**config.mk**
```make
export PLATFORM = sky130hd
export DESIGN_NAME = pipe_ctrl_unit
export DESIGN_NICKNAME = d
export VERILOG_FILES = /design/src/rtl/pipe_ctrl_unit.sv
export SDC_FILE = /design/constraint.sdc
export NUM_CORES = 1
export LEC_CHECK = 0
export BUFFER_PORTS_ARGS = -buffer_cell sky130_fd_sc_hd__buf_2
export CORE_ASPECT_RATIO = 1.25
export CORE_MARGIN = 4
export CORE_UTILIZATION = 30
export DETAILED_ROUTE_END_ITERATION = 8
export SLEW_MARGIN = 20
export SYNTH_ARGS = -nofsm -noshare
export SYNTH_HDL_FRONTEND = slang
export SYNTH_SLANG_ARGS = --single-unit
```
**constraint.sdc**
```tcl
create_clock -name clk -period 2.5 [get_ports clk]
set_clock_uncertainty 0.2 [all_clocks]
set_input_delay 0.125 -clock clk [delete_from_list [all_inputs] [get_ports clk]]
set_output_delay 0.125 -clock clk [all_outputs]
set_load 0.02 [all_outputs]
```
**src/rtl/pipe_ctrl_unit.sv**
```systemverilog
// rtl/pipe_ctrl_unit.sv - MIPS32 5-stage pipeline sequencer: enables, bubbles, hazards, halt drain, counters
module pipe_ctrl_unit #(
    parameter int DRAIN_CYCLES = 4,
    parameter int CNT_W        = 32
) (
    input  logic             clk,
    input  logic             rst,
    input  logic             start,
    input  logic             halt_req,
    input  logic [4:0]       id_rs,
    input  logic [4:0]       id_rt,
    input  logic             id_uses_rt,
    input  logic             ex_memread,
    input  logic [4:0]       ex_rt,
    input  logic             mem_busy,
    input  logic             branch_taken,
    output logic             pc_en,
    output logic             ifid_en,
    output logic             idex_en,
    output logic             exmem_en,
    output logic             memwb_en,
    output logic             ifid_flush,
    output logic             idex_flush,
    output logic             running,
    output logic             halted,
    output logic [CNT_W-1:0] stall_cnt,
    output logic [CNT_W-1:0] flush_cnt
);

    typedef enum logic [1:0] {IDLE, RUN, DRAIN, HALTED} state_t;

    localparam logic [3:0] DRAIN_INIT = 4'(DRAIN_CYCLES);

    state_t     state, state_nxt;
    logic [3:0] drain_cnt, drain_nxt;
    logic       hazard;
    logic       flush_inc;

    // $0 is hardwired zero, so a load targeting it never creates a dependency
    assign hazard = ex_memread && (ex_rt != 5'd0) &&
                    ((ex_rt == id_rs) || (id_uses_rt && (ex_rt == id_rt)));

    always_comb begin
        state_nxt  = state;
        drain_nxt  = drain_cnt;
        flush_inc  = 1'b0;
        pc_en      = 1'b0;
        ifid_en    = 1'b0;
        idex_en    = 1'b0;
        exmem_en   = 1'b0;
        memwb_en   = 1'b0;
        ifid_flush = 1'b0;
        idex_flush = 1'b0;
        running    = 1'b0;
        halted     = 1'b0;
        if (!rst) begin
            case (state)
                IDLE: begin
                    if (start) state_nxt = RUN;
                end
                RUN: begin
                    running = 1'b1;
                    if (mem_busy) begin
                        // full freeze: defaults already hold everything
                    end else if (branch_taken) begin
                        {pc_en, ifid_en, idex_en, exmem_en, memwb_en} = 5'b11111;
                        {ifid_flush, idex_flush} = 2'b11;
                        flush_inc = 1'b1;
                    end else if (hazard) begin
                        {idex_en, exmem_en, memwb_en} = 3'b111;
                        idex_flush = 1'b1;
                    end else if (halt_req) begin
                        {ifid_en, idex_en, exmem_en, memwb_en} = 4'b1111;
                        ifid_flush = 1'b1;
                        state_nxt  = DRAIN;
                        drain_nxt  = DRAIN_INIT;
                    end else begin
                        {pc_en, ifid_en, idex_en, exmem_en, memwb_en} = 5'b11111;
                    end
                end
                DRAIN: begin
                    running = 1'b1;
                    if (mem_busy) begin
                        // frozen; the drain count only advances on cycles that move
                    end else if (branch_taken) begin
                        {pc_en, ifid_en, idex_en, exmem_en, memwb_en} = 5'b11111;
                        {ifid_flush, idex_flush} = 2'b11;
                        flush_inc = 1'b1;
                        state_nxt = RUN;
                        drain_nxt = 4'd0;
                    end else begin
                        {ifid_en, idex_en, exmem_en, memwb_en} = 4'b1111;
                        ifid_flush = 1'b1;
                        if (drain_cnt <= 4'd1) begin
                            state_nxt = HALTED;
                            drain_nxt = 4'd0;
                        end else begin
                            drain_nxt = drain_cnt - 4'd1;
                        end
                    end
                end
                HALTED: begin
                    halted = 1'b1;
                    if (start) state_nxt = RUN;
                end
                default: state_nxt = IDLE;
            endcase
        end
    end

    always_ff @(posedge clk or posedge rst) begin
        if (rst) begin
            state     <= IDLE;
            drain_cnt <= 4'd0;
            stall_cnt <= '0;
            flush_cnt <= '0;
        end else begin
            state     <= state_nxt;
            drain_cnt <= drain_nxt;
            if (running && !pc_en) stall_cnt <= stall_cnt + CNT_W'(1);
            if (flush_inc)         flush_cnt <= flush_cnt + CNT_W'(1);
        end
    end

endmodule

```
==> impl_metrics.json, run 1 <==
{
  "dr.first_iter.drc_count": 94,
  "period_needed_ps": 2370,
  "status": "finished, final reports clean",
  "first_global_vias": 2911,
  "cts_tree": "done",
  "synth_xor_area_share_pct": 18.0,
  "synth_cell_types": 45,
  "core-area_um2": 11200,
  "initial_core_util_pct": 31.2,
  "synthSimpleGateAreaFrac_pct": 21.0,
  "insertion_delay_ps": 330,
  "grt_antenna_before_repair": 0,
  "drive_gt1_share_pct": 34.2,
  "critPathCaptureType": "flop",
  "viasPerCell": 4.78,
  "routedWlPerCell_um": 14.1,
  "area_delta_synth_final_pct": 30.4,
  "p_leak_nw": 2.28,
  "reg2reg_from": "state[1]",
  "rsz0062_at_grt": "no",
  "vias": 2786,
  "cts_root_buf": "clkbuf_16",
  "antenna_cells": 0,
  "mostFrequentLayoutCells": "buf_2, dfrtp_1, xnor2_1, nand2_1, nand3_1",
  "io-pin-count": 96,
  "finalHoldViolations": 0,
  "synthArstFlopShare_pct": 100,
  "synth_cells": 326,
  "wirelength_um": 8220,
  "final_max_slew_viol_count": 0,
  "drc": 0,
  "syn-num-nets": 357,
  "numCtsBuffers": 9,
  "worstHoldStart": "mem_busy",
  "muxShareOfSynthArea_pct": 0.929,
  "synth_top_family_by_area": "simple AND/OR/NAND/NOR gates",
  "grt.overflow.total": 0,
  "htreeDepth": 3,
  "clk_pin_slew_ps": 50,
  "synth_area_um2": 3500,
  "synth_compound_area_share_pct": 4.14,
  "gp_congestion": 0.777,
  "final_common_cell": "buf_2",
  "dr.pass1.iters": 5,
  "cp.required_ps": 2550,
  "num_rows": 43,
  "yosysWarnings": 0,
  "cp.arrival_ps": 2410,
  "synth_edf_count": 0,
  "setup_viol": 0,
  "p_per_area_nw_per_um2": 797,
  "whs_endpoint": "flush_cnt[0]",
  "grt_pass1_wl_um": 14100,
  "dp_hpwl_um": 6240,
  "post_cts_buffers": 0,
  "pre_cts_slack_ps": 69.7,
  "layout.nets": 474,
  "ff2ff_setup_slack_ps": 130,
  "cts_sinks": 70,
  "max_freq_mhz": 422,
  "finalWorstSetupSlack_ps": 133,
  "synthAdderAreaFrac_pct": 2.86,
  "port_buffers": 95,
  "worstHoldPathType": "in2reg",
  "worstHoldPathCells": 4,
  "setup_tns_ps": 0,
  "dieWidth_um": 105,
  "grt_max_degree": 71,
  "antenna_left": 0,
  "ys_seq_area_share_pct": 50.0,
  "critical_path_class": "reg2reg",
  "crit_fanout": 14,
  "synth_flop_cell": "dfrtp_1",
  "cts_max_path_buffers": 2,
  "avgSynthCellArea_um2": 10.7,
  "ir_drop_mv": 0.339,
  "synth_seq_cells": 70,
  "maxSlewHeadroom_pct": 39.5,
  "r2r-end": "stall_cnt[24]",
  "ff2ff_path_depth": 9,
  "die-height_um": 129,
  "post-route-period-util_pct": 94.7,
  "dieArea_um2": 13500,
  "grt_usage_pct": 13.0,
  "tightest_slew_ps": 908,
  "drv_cap": 0,
  "cp-start-kind": "flop"
}
==> routing by layer <==
metal,global-route usage (%),routed length (um)
met4,6.02,153
met5,0,0
met2,21.5,4020
met3,4.16,527
met1,15.6,3520
==> synthesized netlist by cell type (4+ instances only) <==
library cell | number | share of area (%)
dfrtp_1 | 70 | 50
xnor2_1 | 60 | 15
nand2_1 | 27 | 2.9
nand3_1 | 27 | 3.9
nor2_1 | 19 | 2.0
nand4_1 | 15 | 2.7
inv_1 | 12 | 1.3
xor2_1 | 12 | 3.0
and4_1 | 8 | 2.0
ha_1 | 8 | 2.9
a21oi_1 | 7 | 1.0
and3_1 | 7 | 1.2
nand3_2 | 4 | 1.1
o21ai_0 | 4 | 0.57
==> power by group <==
group,switching [mW],leakage (nW),internal (mW),total [mW]
sequential,0.132,0.950,1.25,1.38
combinational,0.573,1.18,0.408,0.981
clock,0.454,0.152,0.821,1.27
total,1.16,2.28,2.48,3.64
==> metrics by stage <==
stage                     area, um2  util, %  hold WS (ps)  std cells  power (mW)
after floorplan                3520        -           128        326        2.01
final                          4570     40.6           151        583        3.64
after global placement         4230     37.6           260        565        2.37
after global routing           4570     40.6           164        583        3.88
after detailed placement       4230     37.6           263        565        2.40
after CTS                      4550     40.5           148        583        3.70
==> registers in the layout (all words and copies together), names as in the netlist <==
signal	flops
drain_cnt	4
flush_cnt	32
stall_cnt	32
state	2
==> layout make-up <==
class	count	area [um2]
fillers	1098	6680
flip-flops and latches	70	1750
multi-input cells	236	1680
repair buffers	114	623
clock buffers	12	256
well taps	135	169
clock inverters	4	45.0
inverters	12	45.0
==> kinds of logic after synthesis <==
logic type / Yosys count
AO/OA/AOI/OAI: 22
XOR/XNOR: 72
adder cells (fa/ha/maj): 8
buffers and inverters: 20
flip-flops: 70
multiplexers: 3
AND/OR/NAND/NOR: 131
==> how the worst max path moves through the flow <==
stage,endpoint,cells past startpoint,startpoint
after CTS,flush_cnt[27],9,state[0]
after detailed placement,flush_cnt[27],9,state[0]
after global routing,flush_cnt[24],9,state[0]
after floorplan,state[1],3,rst
after global placement,flush_cnt[31],9,state[0]
final,stall_cnt[24],9,state[1]
==> timing repair <==
action	4_1_cts	5_1_grt
setup endpoints to repair	0	13
hold endpoints to repair	71	0
hold buffers	2	0
gates resized for setup	0	7
==> worst max-delay path, cell delays in order, from the launching register on <==
cell,delay [ps]
dfrtp_1,400
inv_1,120
ha_2,240
o21ai_0,110
and2_1,160
a311o_2,380
buf_4,150
and4_4,270
nand4_1,140
xnor2_1,120
No activity file was read; power rests on OpenSTA's default activity.
==> run 2: changes to the inputs <==
Settings changed: CORE_ASPECT_RATIO 1.25 to 0.9.
==> impl_metrics.json, run 2 (synthesis results as in run 1) <==
{
  "first_global_vias": 2796,
  "worstHoldStart": "start",
  "antenna_left": 0,
  "insertion_delay_ps": 320,
  "worstHoldPathCells": 4,
  "dr.pass1.iters": 4,
  "htreeDepth": 3,
  "wirelength_um": 8250,
  "grt_usage_pct": 12.4,
  "ff2ff_setup_slack_ps": 140,
  "final_max_slew_viol_count": 0,
  "io-pin-count": 96,
  "core-area_um2": 11400,
  "dpl.cell_count": 587,
  "drv_cap": 0,
  "startpoint": "state[0]",
  "grt_pass1_wl_um": 13600,
  "viasPerCell": 4.59,
  "numCtsBuffers": 9,
  "drc": 0,
  "post-route-period-util_pct": 94.2,
  "clk_pin_slew_ps": 50,
  "dieArea_um2": 13500,
  "crit_fanout": 5,
  "critPathCaptureType": "flop",
  "tightest_slew_ps": 552,
  "grt_max_degree": 27,
  "antenna_cells": 0,
  "max_freq_mhz": 425,
  "drive_gt1_share_pct": 34.8,
  "worstHoldPathType": "in2reg",
  "layout.nets": 477,
  "reg2reg_from": "state[0]",
  "ir_drop_mv": 0.469,
  "period_needed_ps": 2360,
  "initial_core_util_pct": 30.6,
  "cts_root_buf": "clkbuf_16",
  "finalHoldViolations": 0,
  "area_delta_synth_final_pct": 31.7,
  "dr.first_iter.drc_count": 149,
  "rsz0062_at_grt": "no",
  "cp.arrival_ps": 2360,
  "die-height_um": 111,
  "top_regs": "flush_cnt x32, stall_cnt x32, drain_cnt x4",
  "layoutNonFillerInstCount": 607,
  "p_leak_nw": 2.29,
  "maxSlewHeadroom_pct": 63.1,
  "cpMaxStageDelayCell": "or3_4",
  "setup_tns_ps": 0,
  "port_buffers": 95,
  "cpPeakStageDelay_ps": 380,
  "fillers": 1114,
  "cp.required_ps": 2500,
  "critical_path_class": "reg2reg",
  "setup_viol": 0,
  "mostFrequentLayoutCells": "buf_2, dfrtp_1, xnor2_1, nand2_1, nand3_1",
  "cp-start-kind": "flop",
  "p_per_area_nw_per_um2": 786,
  "dieWidth_um": 122,
  "fin_total_pwr_mw": 3.63,
  "r2r-end": "flush_cnt[25]",
  "cts_tree": "done",
  "status": "finished, final reports clean",
  "num_rows": 37,
  "grt_antenna_before_repair": 0,
  "ff2ff_path_depth": 9,
  "gp_congestion": 0.787,
  "worst_hold_slack_ps": 148,
  "cts_max_path_buffers": 2,
  "dp_hpwl_um": 6190,
  "routedWlPerCell_um": 13.6,
  "cts_sinks": 70,
  "whs_endpoint": "state[0]",
  "path_cells": "inv_1, ha_1, or3_4, nor2_4, nand3_2, nor2_2, and4_4, nand3_1, xnor2_1",
  "grt.overflow.total": 0,
  "final_common_cell": "buf_2",
  "vias": 2784
}
## run 2: metal layers
metal  vias to the layer above  global-route usage [%]  part of all wire [%]  wire, um
met4                         0                    3.81                   1.5       125
met5                         -                       0                     0         0
li1                       1368                       -                     -         -
met1                      1326                    16.0                    46      3780
met3                        13                    3.74                   5.5       457
met2                        77                    20.0                    47      3890
## run 2: worst max path at each step
stage | end | slack [ps] | cells past startpoint
floorplan | state[1] | 30 | 3
global placement | flush_cnt[31] | 130 | 9
detailed placement | flush_cnt[25] | 80 | 9
CTS | flush_cnt[29] | 60 | 9
global route | flush_cnt[26] | 10 | 9
finish | flush_cnt[25] | 140 | 9
## run 2: repair_timing
item                                    4_1_cts  5_1_grt
gates resized for setup                       0        7
endpoints found under the setup margin        0       13
buffers inserted                              0        2
hold endpoints to repair                     24        0
hold buffers                                  2        0
## run 2: worst max-delay path: cells and delay by family, from the launching register on
| family | cells | cell delay (ps) |
|---|---|---|
| xor+xnor | 1 | 140 |
| fa+ha+maj | 1 | 300 |
| buf+inv | 1 | 50 |
| flops | 1 | 370 |
| simple gates | 6 | 1160 |
## run 2: report_power, final
group          internal (mW)  switching [mW]
logic                  0.422           0.561
clock network          0.795           0.469
registers               1.25           0.131
## run 2: area by class of cell
type | count | area (um2) | share of cell area, %
Timing Repair Buffer | 117 | 646 | 14.0
Clock buffer | 10 | 239 | 5.18
Multi-Input combinational cell | 236 | 1680 | 36.3
Inverter | 12 | 45.0 | 0.976
Clock inverter | 6 | 61.3 | 1.33
Tap cell | 156 | 195 | 4.23
Sequential cell | 70 | 1750 | 38.0
## run 2: through the flow
stage          utilization, %  area (um2)  setup slack [ps]
2_1_floorplan               -        3520              27.4
3_3_place_gp             37.3        4260               129
3_5_place_dp             37.3        4260              77.0
4_1_cts                  40.1        4580              59.5
5_1_grt                  40.4        4610              12.8
6_report                 40.4        4610               145
==> run 3: changes to the inputs <==
Settings changed: ABC_AREA set to 1, HOLD_SLACK_MARGIN set to 0.15, PLACE_DENSITY_LB_ADDON set to 0.3.
==> impl_metrics.json, run 3 <==
{
  "status": "finished, final reports clean",
  "period_needed_ps": 2330,
  "antenna_cells": 0,
  "io-pin-count": 96,
  "grt.overflow.total": 0,
  "syn-num-nets": 672,
  "synth_top_area_share_pct": 38.3,
  "startpoint": "state[0]",
  "synth_cell_types": 31,
  "cts_sinks": 70,
  "grt_usage_pct": 14.1,
  "synth_flop_cell": "dfrtp_1",
  "clk_pin_slew_ps": 60,
  "insertion_delay_ps": 340,
  "pre_cts_slack_ps": 261,
  "ir_drop_mv": 0.354,
  "cts_max_path_buffers": 2,
  "drc": 0,
  "yosysWarnings": 0,
  "multi_input_area_um2": 2470,
  "htreeDepth": 3,
  "num_rows": 42,
  "worstHoldStart": "halt_req",
  "dieWidth_um": 138,
  "dieArea_um2": 17300,
  "critical_path_class": "reg2out",
  "drive_gt1_share_pct": 19.4,
  "finalWorstSetupSlack_ps": 167,
  "cp-start-kind": "flop",
  "vias": 4251,
  "worstHoldPathCells": 5,
  "grt_antenna_before_repair": 0,
  "final_common_cell": "nand2_1",
  "tightest_slew_ps": 918,
  "ff2ff_path_depth": 10,
  "yosysTopAreaCell": "dfrtp_1",
  "avgSynthCellArea_um2": 7.13,
  "worst_hold_slack_ps": 125,
  "dr.first_iter.drc_count": 176,
  "rsz0062_at_grt": "no",
  "power.internal_mw": 2.49,
  "cts_tree": "done",
  "synth_seq_cells": 70,
  "grt_max_degree": 71,
  "first_global_vias": 4016,
  "synth_edf_count": 0,
  "ys_top_cells_by_count": "nand2_1, nor2_1, dfrtp_1",
  "synthArstFlopShare_pct": 100,
  "synth_cells": 641,
  "cts_resized": 0,
  "gp_congestion": 0.848,
  "critPathCaptureType": "output pin",
  "grt_pass1_wl_um": 20300,
  "dp_hpwl_um": 9250,
  "initial_core_util_pct": 30.8,
  "layout.nets": 780,
  "power_switching_mw": 1.39,
  "combPwrFrac_pct": 29.1,
  "pwr-share-seq_pct": 35.6,
  "cts_root_buf": "clkbuf_16",
  "viasPerCell": 4.47,
  "finalHoldViolations": 0,
  "antenna_left": 0,
  "synth_area_leaders": "dfrtp_1, nand2_1, xor2_1",
  "p_per_area_nw_per_um2": 688,
  "netSwitchingFraction_pct": 35.8,
  "worstHoldPathType": "in2reg",
  "reg2reg_from": "state[0]",
  "routedWlPerCell_um": 12.8,
  "cp.arrival_ps": 2010,
  "dpl.cell_count": 926,
  "p_leak_nw": 3.05,
  "synth_most_common_cell": "nand2_1",
  "setup_tns_ps": 0,
  "final_max_slew_viol_count": 0,
  "seq_area_um2": 1750,
  "setup_viol": 0,
  "layoutNonFillerInstCount": 952,
  "synth_area_um2": 4570,
  "cp.required_ps": 2170,
  "max_freq_mhz": 429,
  "wirelength_um": 12200,
  "crit_fanout": 14,
  "numCtsBuffers": 9,
  "die-height_um": 125,
  "area_delta_synth_final_pct": 23.5,
  "drv_cap": 0,
  "port_buffers": 95,
  "ys_seq_area_share_pct": 38.3,
  "mostFrequentLayoutCells": "nand2_1, buf_2, nor2_1, dfrtp_1, inv_1",
  "post-route-period-util_pct": 93.3,
  "clkPwrFrac_pct": 35.3,
  "fillers": 1600,
  "dr.pass1.iters": 4,
  "maxSlewHeadroom_pct": 38.8,
  "core-area_um2": 14800,
  "top_regs": "flush_cnt x32, stall_cnt x32, drain_cnt x4"
}
run 3: power by group through the flow:
stage	sequential (mW)	clock, mW	combinational, mW
3_5_place_dp	1.41	0	1.12
5_1_grt	1.41	1.45	1.26
2_1_floorplan	1.46	0	0.787
4_1_cts	1.39	1.41	1.13
6_report	1.38	1.37	1.13
3_3_place_gp	1.40	0	1.11
run 3: cells by family after synthesis:
kind of cell / after synthesis / share of synthesized area, %
xor gates and xnor gates: 58 / 11.1
adders and majority gates: 8 / 2.19
buffers and inverters: 81 / 7.70
AOI/OAI and AO/OA: 15 / 1.75
and+or+nand+nor: 409 / 38.9
DFF: 70 / 38.3
run 3: worst paths after layout:
path,end,slack [ps]
max,pc_en,170
min,stall_cnt[4],130
max reg2reg,stall_cnt[23],240
min reg2reg,flush_cnt[31],270
max in group asynchronous,stall_cnt[14],990
min in group asynchronous,flush_cnt[9],510
run 3: area by class of cell:
class,instances,share of cell area [%]
Sequential cell,70,31.0
Inverter,68,4.59
Tap cell,198,4.39
Clock inverter,6,1.53
Multi-Input combinational cell,490,43.8
Clock buffer,10,4.06
Timing Repair Buffer,110,10.6
run 3: worst max-delay path, stage by stage (launching register included):
cell     delay (ps)
dfrtp_1         410
inv_1            60
ha_1            330
nor2_4          190
o21ai_1         120
a21oi_2         160
nand2_4         150
inv_1            80
buf_2           160
run 3: per-layer routing:
| layer | vias to the layer above | track usage [%] | share of wire, % |
|---|---|---|---|
| met4 | 0 | 3.66 | 1.1 |
| met2 | 91 | 22.0 | 44 |
| met5 | - | 0 | 0 |
| li1 | 2206 | - | - |
| met1 | 1944 | 19.7 | 49 |
| met3 | 10 | 3.47 | 5.7 |
run 3: metrics by stage:
step	util, %	total power, mW	area [um2]
2_1_floorplan	-	2.25	4570
3_3_place_gp	35.4	2.51	5240
3_5_place_dp	35.4	2.53	5240
4_1_cts	37.8	3.92	5600
5_1_grt	38.1	4.12	5640
6_report	38.1	3.88	5640
run 3: repair_timing:
| action | CTS | global route |
|---|---|---|
| endpoints found under the hold margin | 77 | 0 |
| buffers inserted | 0 | 6 |
| setup endpoints to repair | 0 | 1 |
| hold buffers | 4 | 0 |
